===== config.mk =====
export PLATFORM = sky130hd
export DESIGN_NAME = instruction_memory_loader
export DESIGN_NICKNAME = d
export VERILOG_FILES = /design/src/rtl/instruction_memory_loader_pkg.sv /design/src/rtl/instruction_memory_loader_byte_assembler.sv /design/src/rtl/instruction_memory_loader.sv
export SDC_FILE = /design/constraint.sdc
export NUM_CORES = 2
export LEC_CHECK = 0
export CAP_MARGIN = 30
export CORE_MARGIN = 2
export CORE_UTILIZATION = 35
export CTS_BUF_LIST = sky130_fd_sc_hd__clkbuf_8
export DETAILED_ROUTE_END_ITERATION = 10
export GPL_TIMING_DRIVEN = 0
export SYNTH_ARGS = -nofsm -noshare
export SYNTH_HDL_FRONTEND = slang
export SYNTH_SLANG_ARGS = --single-unit

===== constraint.sdc =====
create_clock -name i_clk -period 7.2 [get_ports i_clk]
set_input_delay 1.44 -clock i_clk [delete_from_list [all_inputs] [get_ports i_clk]]
set_output_delay 1.44 -clock i_clk [all_outputs]
set_load 0.005 [all_outputs]

===== src/rtl/instruction_memory_loader_pkg.sv =====
// Shared definitions for the instruction memory loader: byte width and loader FSM states.
package instruction_memory_loader_pkg;

    localparam int BYTE_SIZE = 8;

    typedef enum logic {
        ST_LOAD = 1'b0,
        ST_FULL = 1'b1
    } loader_state_t;

endpackage


===== src/rtl/instruction_memory_loader_byte_assembler.sv =====
// Collects MSB-first program bytes into instruction words; o_word_valid is high on the
// cycle whose rising edge accepts the final byte of a word.
module byte_assembler
    import instruction_memory_loader_pkg::*;
#(
    parameter  int WORD_SIZE_IN_BYTES = 4,
    localparam int WORD_BITS          = WORD_SIZE_IN_BYTES * BYTE_SIZE,
    localparam int IDX_BITS           = $clog2(WORD_SIZE_IN_BYTES)
) (
    input  logic                 i_clk,
    input  logic                 i_reset,
    input  logic                 i_clear,
    input  logic                 i_byte_valid,
    input  logic [BYTE_SIZE-1:0] i_byte,
    input  logic                 i_enable,
    output logic [WORD_BITS-1:0] o_word,
    output logic                 o_word_valid
);

    logic [IDX_BITS-1:0]            idx_q;
    logic [WORD_BITS-BYTE_SIZE-1:0] shreg_q;
    logic                           accept;
    logic [WORD_BITS-1:0]           word_c;

    // Clear wins over a simultaneous byte, so the byte is never accepted.
    assign accept = i_byte_valid & i_enable & ~i_clear;
    assign word_c = {shreg_q, i_byte};

    always_ff @(posedge i_clk or negedge i_reset) begin
        if (!i_reset) begin
            idx_q   <= '0;
            shreg_q <= '0;
        end else if (i_clear) begin
            idx_q   <= '0;
        end else if (accept) begin
            idx_q   <= idx_q + IDX_BITS'(1);
            shreg_q <= word_c[WORD_BITS-BYTE_SIZE-1:0];
        end
    end

    assign o_word       = word_c;
    assign o_word_valid = accept & (idx_q == IDX_BITS'(WORD_SIZE_IN_BYTES - 1));

endmodule


===== src/rtl/instruction_memory_loader.sv =====
// IF-stage instruction memory loaded from a byte stream, with masked PC reads.
// Optional o_misaligned output enabled by defining INSTRUCTION_MEMORY_MISALIGN_CHECK_EN.
//
// state   | meaning
// ST_LOAD | accepting program bytes, o_byte_ready=1
// ST_FULL | all words loaded, bytes ignored until clear or reset
module instruction_memory_loader
    import instruction_memory_loader_pkg::*;
#(
    parameter  int WORD_SIZE_IN_BYTES = 4,
    parameter  int MEM_SIZE_IN_WORDS  = 64,
    localparam int POINTER_SIZE       = $clog2(MEM_SIZE_IN_WORDS * WORD_SIZE_IN_BYTES),
    localparam int COUNT_SIZE         = $clog2(MEM_SIZE_IN_WORDS + 1),
    localparam int WORD_BITS          = WORD_SIZE_IN_BYTES * BYTE_SIZE
) (
    input  logic                    i_clk,
    input  logic                    i_reset,
    input  logic                    i_clear,
    input  logic                    i_byte_valid,
    input  logic [BYTE_SIZE-1:0]    i_byte,
    output logic                    o_byte_ready,
    input  logic [POINTER_SIZE-1:0] i_pc,
    output logic [WORD_BITS-1:0]    o_instruction,
    output logic                    o_empty,
    output logic                    o_full,
`ifdef INSTRUCTION_MEMORY_MISALIGN_CHECK_EN
    output logic                    o_misaligned,
`endif
    output logic [COUNT_SIZE-1:0]   o_word_count
);

    localparam int OFFSET_BITS = $clog2(WORD_SIZE_IN_BYTES);
    localparam int INDEX_BITS  = POINTER_SIZE - OFFSET_BITS;
    localparam int PTR_BITS    = $clog2(MEM_SIZE_IN_WORDS);

    loader_state_t          state_q, state_d;
    logic [WORD_BITS-1:0]   mem_q [MEM_SIZE_IN_WORDS];
    logic [PTR_BITS-1:0]    wr_ptr_q;
    logic [COUNT_SIZE-1:0]  count_q;
    logic [WORD_BITS-1:0]   asm_word;
    logic                   asm_word_valid;
    logic                   last_word;
    logic [INDEX_BITS-1:0]  rd_index;
    logic                   rd_hit;

    byte_assembler #(
        .WORD_SIZE_IN_BYTES(WORD_SIZE_IN_BYTES)
    ) u_byte_assembler (
        .i_clk       (i_clk),
        .i_reset     (i_reset),
        .i_clear     (i_clear),
        .i_byte_valid(i_byte_valid),
        .i_byte      (i_byte),
        .i_enable    (o_byte_ready),
        .o_word      (asm_word),
        .o_word_valid(asm_word_valid)
    );

    assign last_word = (wr_ptr_q == PTR_BITS'(MEM_SIZE_IN_WORDS - 1));

    always_ff @(posedge i_clk or negedge i_reset) begin
        if (!i_reset) begin
            state_q <= ST_LOAD;
        end else begin
            state_q <= state_d;
        end
    end

    always_comb begin
        state_d      = state_q;
        o_byte_ready = 1'b0;
        case (state_q)
            ST_LOAD: begin
                o_byte_ready = 1'b1;
                if (!i_clear && asm_word_valid && last_word) begin
                    state_d = ST_FULL;
                end
            end
            ST_FULL: begin
                if (i_clear) begin
                    state_d = ST_LOAD;
                end
            end
            default: state_d = ST_LOAD;
        endcase
    end

    // Clear leaves the array untouched; stale words are hidden by the count mask.
    always_ff @(posedge i_clk or negedge i_reset) begin
        if (!i_reset) begin
            wr_ptr_q <= '0;
            count_q  <= '0;
            for (int i = 0; i < MEM_SIZE_IN_WORDS; i++) begin
                mem_q[i] <= '0;
            end
        end else if (i_clear) begin
            wr_ptr_q <= '0;
            count_q  <= '0;
        end else if (asm_word_valid) begin
            mem_q[wr_ptr_q] <= asm_word;
            wr_ptr_q        <= wr_ptr_q + PTR_BITS'(1);
            count_q         <= count_q + COUNT_SIZE'(1);
        end
    end

    assign rd_index = i_pc[POINTER_SIZE-1:OFFSET_BITS];
    assign rd_hit   = (32'(rd_index) < 32'(count_q));

`ifdef INSTRUCTION_MEMORY_MISALIGN_CHECK_EN
    assign o_misaligned  = |i_pc[OFFSET_BITS-1:0];
    assign o_instruction = (rd_hit && !o_misaligned) ? mem_q[rd_index[PTR_BITS-1:0]] : '0;
`else
    logic unused_pc_low;
    assign unused_pc_low = ^i_pc[OFFSET_BITS-1:0];
    assign o_instruction = rd_hit ? mem_q[rd_index[PTR_BITS-1:0]] : '0;
`endif

    assign o_word_count = count_q;
    assign o_empty      = (count_q == '0);
    assign o_full       = (count_q == COUNT_SIZE'(MEM_SIZE_IN_WORDS));

endmodule


==> flow_summary.toml <==
[run_status]
status = "finished with violations"
violations = "negative setup slack"

[setup_path]
crit_buf_inv = 7
critPathLaunchType = "input port"
slowest_stage = "clkdlybuf4s50_1"
crit_type = "input port to output port"
cpMostUsedCell = "buf_4"
worst_setup_path_end_kind = "output port"
crit_chain = "dlygate4sd2_1 -> buf_2 -> buf_4 -> buf_6 -> buf_4 -> clkbuf_4 -> a31oi_1 -> a21boi_0 -> o2bb2ai_1 -> clkdlybuf4s50_1"
arrival_ps = 5980
critPathTopFamily = "buffers and inverters"
cp.required_ps = 5760
cp_max_fo = 11
max_stage_delay_ps = 590

[floorplanning]
core_mm2 = 0.271
rows = 191
pin_count = 62
die_height_um = 526
floorplan.initialDensity = 0.352
die_w_um = 526
dieArea_mm2 = 0.276

[cells_and_area]
fin_util = 0.405
design_area_mm2 = 0.110
area_growth_pct = 15.1
seq_area_mm2 = 0.0523
fill_cells = 24912
final_nets = 6824
multiInputGateArea_mm2 = 0.0400
layout-drive-gt1-share = 0.479

[synthesis]
ys_seq_elements = 2088
yosysTopAreaCell = "dfrtp_1"
synth_seq_area_share = 0.549
syn_nets = 6287
avgSynthCellArea_um2 = 15.2
synthTopCellsByArea = "dfrtp_1 (55%), mux2_2 (24%), mux4_2 (9.0%)"
synth_compound_area_frac = 0.0381
synth_xor_area_frac = 0.00101
syn_inst = 6258
synth_ff_type = "dfrtp_1"
synthMostInstantiatedCell = "dfrtp_1"
synth_common_cells = "dfrtp_1 (2088), mux2_2 (2020), mux4_2 (381)"
synth.area.mux_share = 0.366
synth_cell_types = 67
yosys_warnings = 0
async_reset_ff_frac = 1.00
synth_edf_count = 0
synthAdderAreaFrac = 0.00118
synth_top_family_by_area = "multiplexers"
synth_top_area_share = 0.549
syn_area_mm2 = 0.0953
yosys.area_share.simple = 0.0132

[placement]
post-place-ws_ps = -1690
placed_cell_area_mm2 = 0.102
dp_hpwl_um = 292000
numPortBuffers = 49
gp_congestion = 1.01

[clock_tree]
cts_max_path_buffers = 4
cts_tree = "built"
clk_latency_ps = 1130
cts_sinks = 2088
ctsHoldBuffers = 0
cts_made_buffers = 376
h-tree-depth = 5
path_clk_slew_ps = 60
cts-root-buf = "clkbuf_8"

[global_route]
track_usage = 0.300
antenna_found_initial = 50
grt_remaining_overflow = 0
grt_max_degree = 174
grt_pass1_vias = 65516
grt_pass1_wl_um = 563000

[sta]
drv_slew = 0
setup-violations-final = 17
rsz0062_at_grt = "false"
timing.final.crit_share = 1.03
post-route-min-period_ps = 7420
relSlewSlack = 0.220
tightest_slew_ps = 1170
hold_violations = 0
finalSetupTns_ps = -1970
finalWorstSetupSlack_ps = -220
fmax_ghz = 0.135
clock_skew_ps = 82.9

[drt]
viasPerCell = 6.16
drc_errors = 0
wirelength_um = 422000
drtAntennaViolNets = 0
drt-wirelength-per-cell_um = 39.6
firstDrtPassIters = 7
dr.first_iter.drc_count = 8378
num_vias = 65684

[hold_path]
hp-class = "input port to asynchronous set/reset pin"

[power]
p_leak_nw = 53.7
power_density_mw_per_mm2 = 233
total_power_mw = 25.6
vdd_ir_drop_max_uv = 228

[job]
cap_violations = 0
[per-layer routing]
layer	track usage	routed length (um)
met5	0.00935	322
met3	0.114	50300
met4	0.225	36400
met1	0.368	157000
met2	0.427	178000
[final timing paths]
check	start	endpoint	slack, ps	depth (start not counted)
worst max-delay path	i_pc[3]	o_instruction[24]	-220	10
worst min-delay path	i_reset	mem_q[1652]$_DFFE_PN0P_	260	1
worst max register to register	u_byte_assembler.idx_q[0]$_DFFE_PN0P_	mem_q[2012]$_DFFE_PN0P_	3250	7
worst min register to register	mem_q[272]$_DFFE_PN0P_	mem_q[272]$_DFFE_PN0P_	480	1
max in group asynchronous	i_reset	mem_q[193]$_DFFE_PN0P_	3240	6
min in group i_clk	mem_q[272]$_DFFE_PN0P_	mem_q[272]$_DFFE_PN0P_	480	1
[state kept, by name, indices dropped and copies added, names as in the netlist]
register / flops
o_word_count: 7
state_q: 1
wr_ptr_q: 6
mem_q: 2048
u_byte_assembler.idx_q: 2
u_byte_assembler.shreg_q: 24
[timing repair]
item,CTS,global route
hold endpoints to repair,0,0
resized for setup,57,8
setup buffers,3,0
pin swaps,2,1
setup endpoints to repair,32,10
[power by group]
group / leakage, nW / internal [mW] / switching (mW)
registers: 29.1 / 11.8 / 0.0422
clock network: 4.18 / 5.80 / 5.13
logic: 20.4 / 0.527 / 2.26
[placed cells by master, fill, tap and decap left out, types with 15 or more instances in the layout]
cell type	count
and2_1	25
mux2_2	2020
a22o_1	20
mux2_1	52
inv_1	153
nor2_1	64
buf_6	55
buf_16	25
buf_1	41
diode_2	45
clkbuf_4	15
nand2_1	102
clkbuf_2	50
clkbuf_8	461
buf_8	56
clkdlybuf4s50_1	46
buf_2	183
a31oi_1	18
a22oi_1	77
clkinv_2	16
o21ai_0	35
clkbuf_1	257
dfrtp_1	2088
mux2i_1	291
o221ai_1	93
nand3_1	16
o22ai_1	86
buf_4	52
mux4_2	381
o32ai_1	20
a21oi_1	61
[final cells by class]
cell class	count	area share
Antenna cell	45	0.00103
Buffer	635	0.0297
Clock buffer	459	0.0576
Clock inverter	168	0.00703
Inverter	13	0.000445
Multi-Input combinational cell	3521	0.365
Sequential cell	2088	0.476
Tap cell	3570	0.0407
Timing Repair Buffer	160	0.0219
[stage by stage]
| step | hold WS, ps | cells |
|---|---|---|
| CTS | 226 | 10613 |
| global route | 242 | 10619 |
| floorplan | 452 | 6258 |
| global placement | 462 | 9877 |
| detailed placement | 474 | 9984 |
| finish | 264 | 10659 |
[worst register-to-register path: stages (launching register included)]
cell and delay, ps:
dfrtp_1 360, ha_1 190, nand3b_1 270, nor3_2 400, nand2_1 380, nor2_1 820
buf_2 900, mux2_2 440
[logic make-up (layout without fill, tap and decap cells)]
group	after synthesis	in the layout
flip-flops	2088	2088
XOR/XNOR	11	11
multiplexers	2744	2744
AND/OR/NAND/NOR	265	265
adder cells (fa/ha/maj)	9	9
buffers and inverters	649	1435
other	0	45
AO/OA/AOI/OAI	492	492
Power figures use the tool's default switching activity.
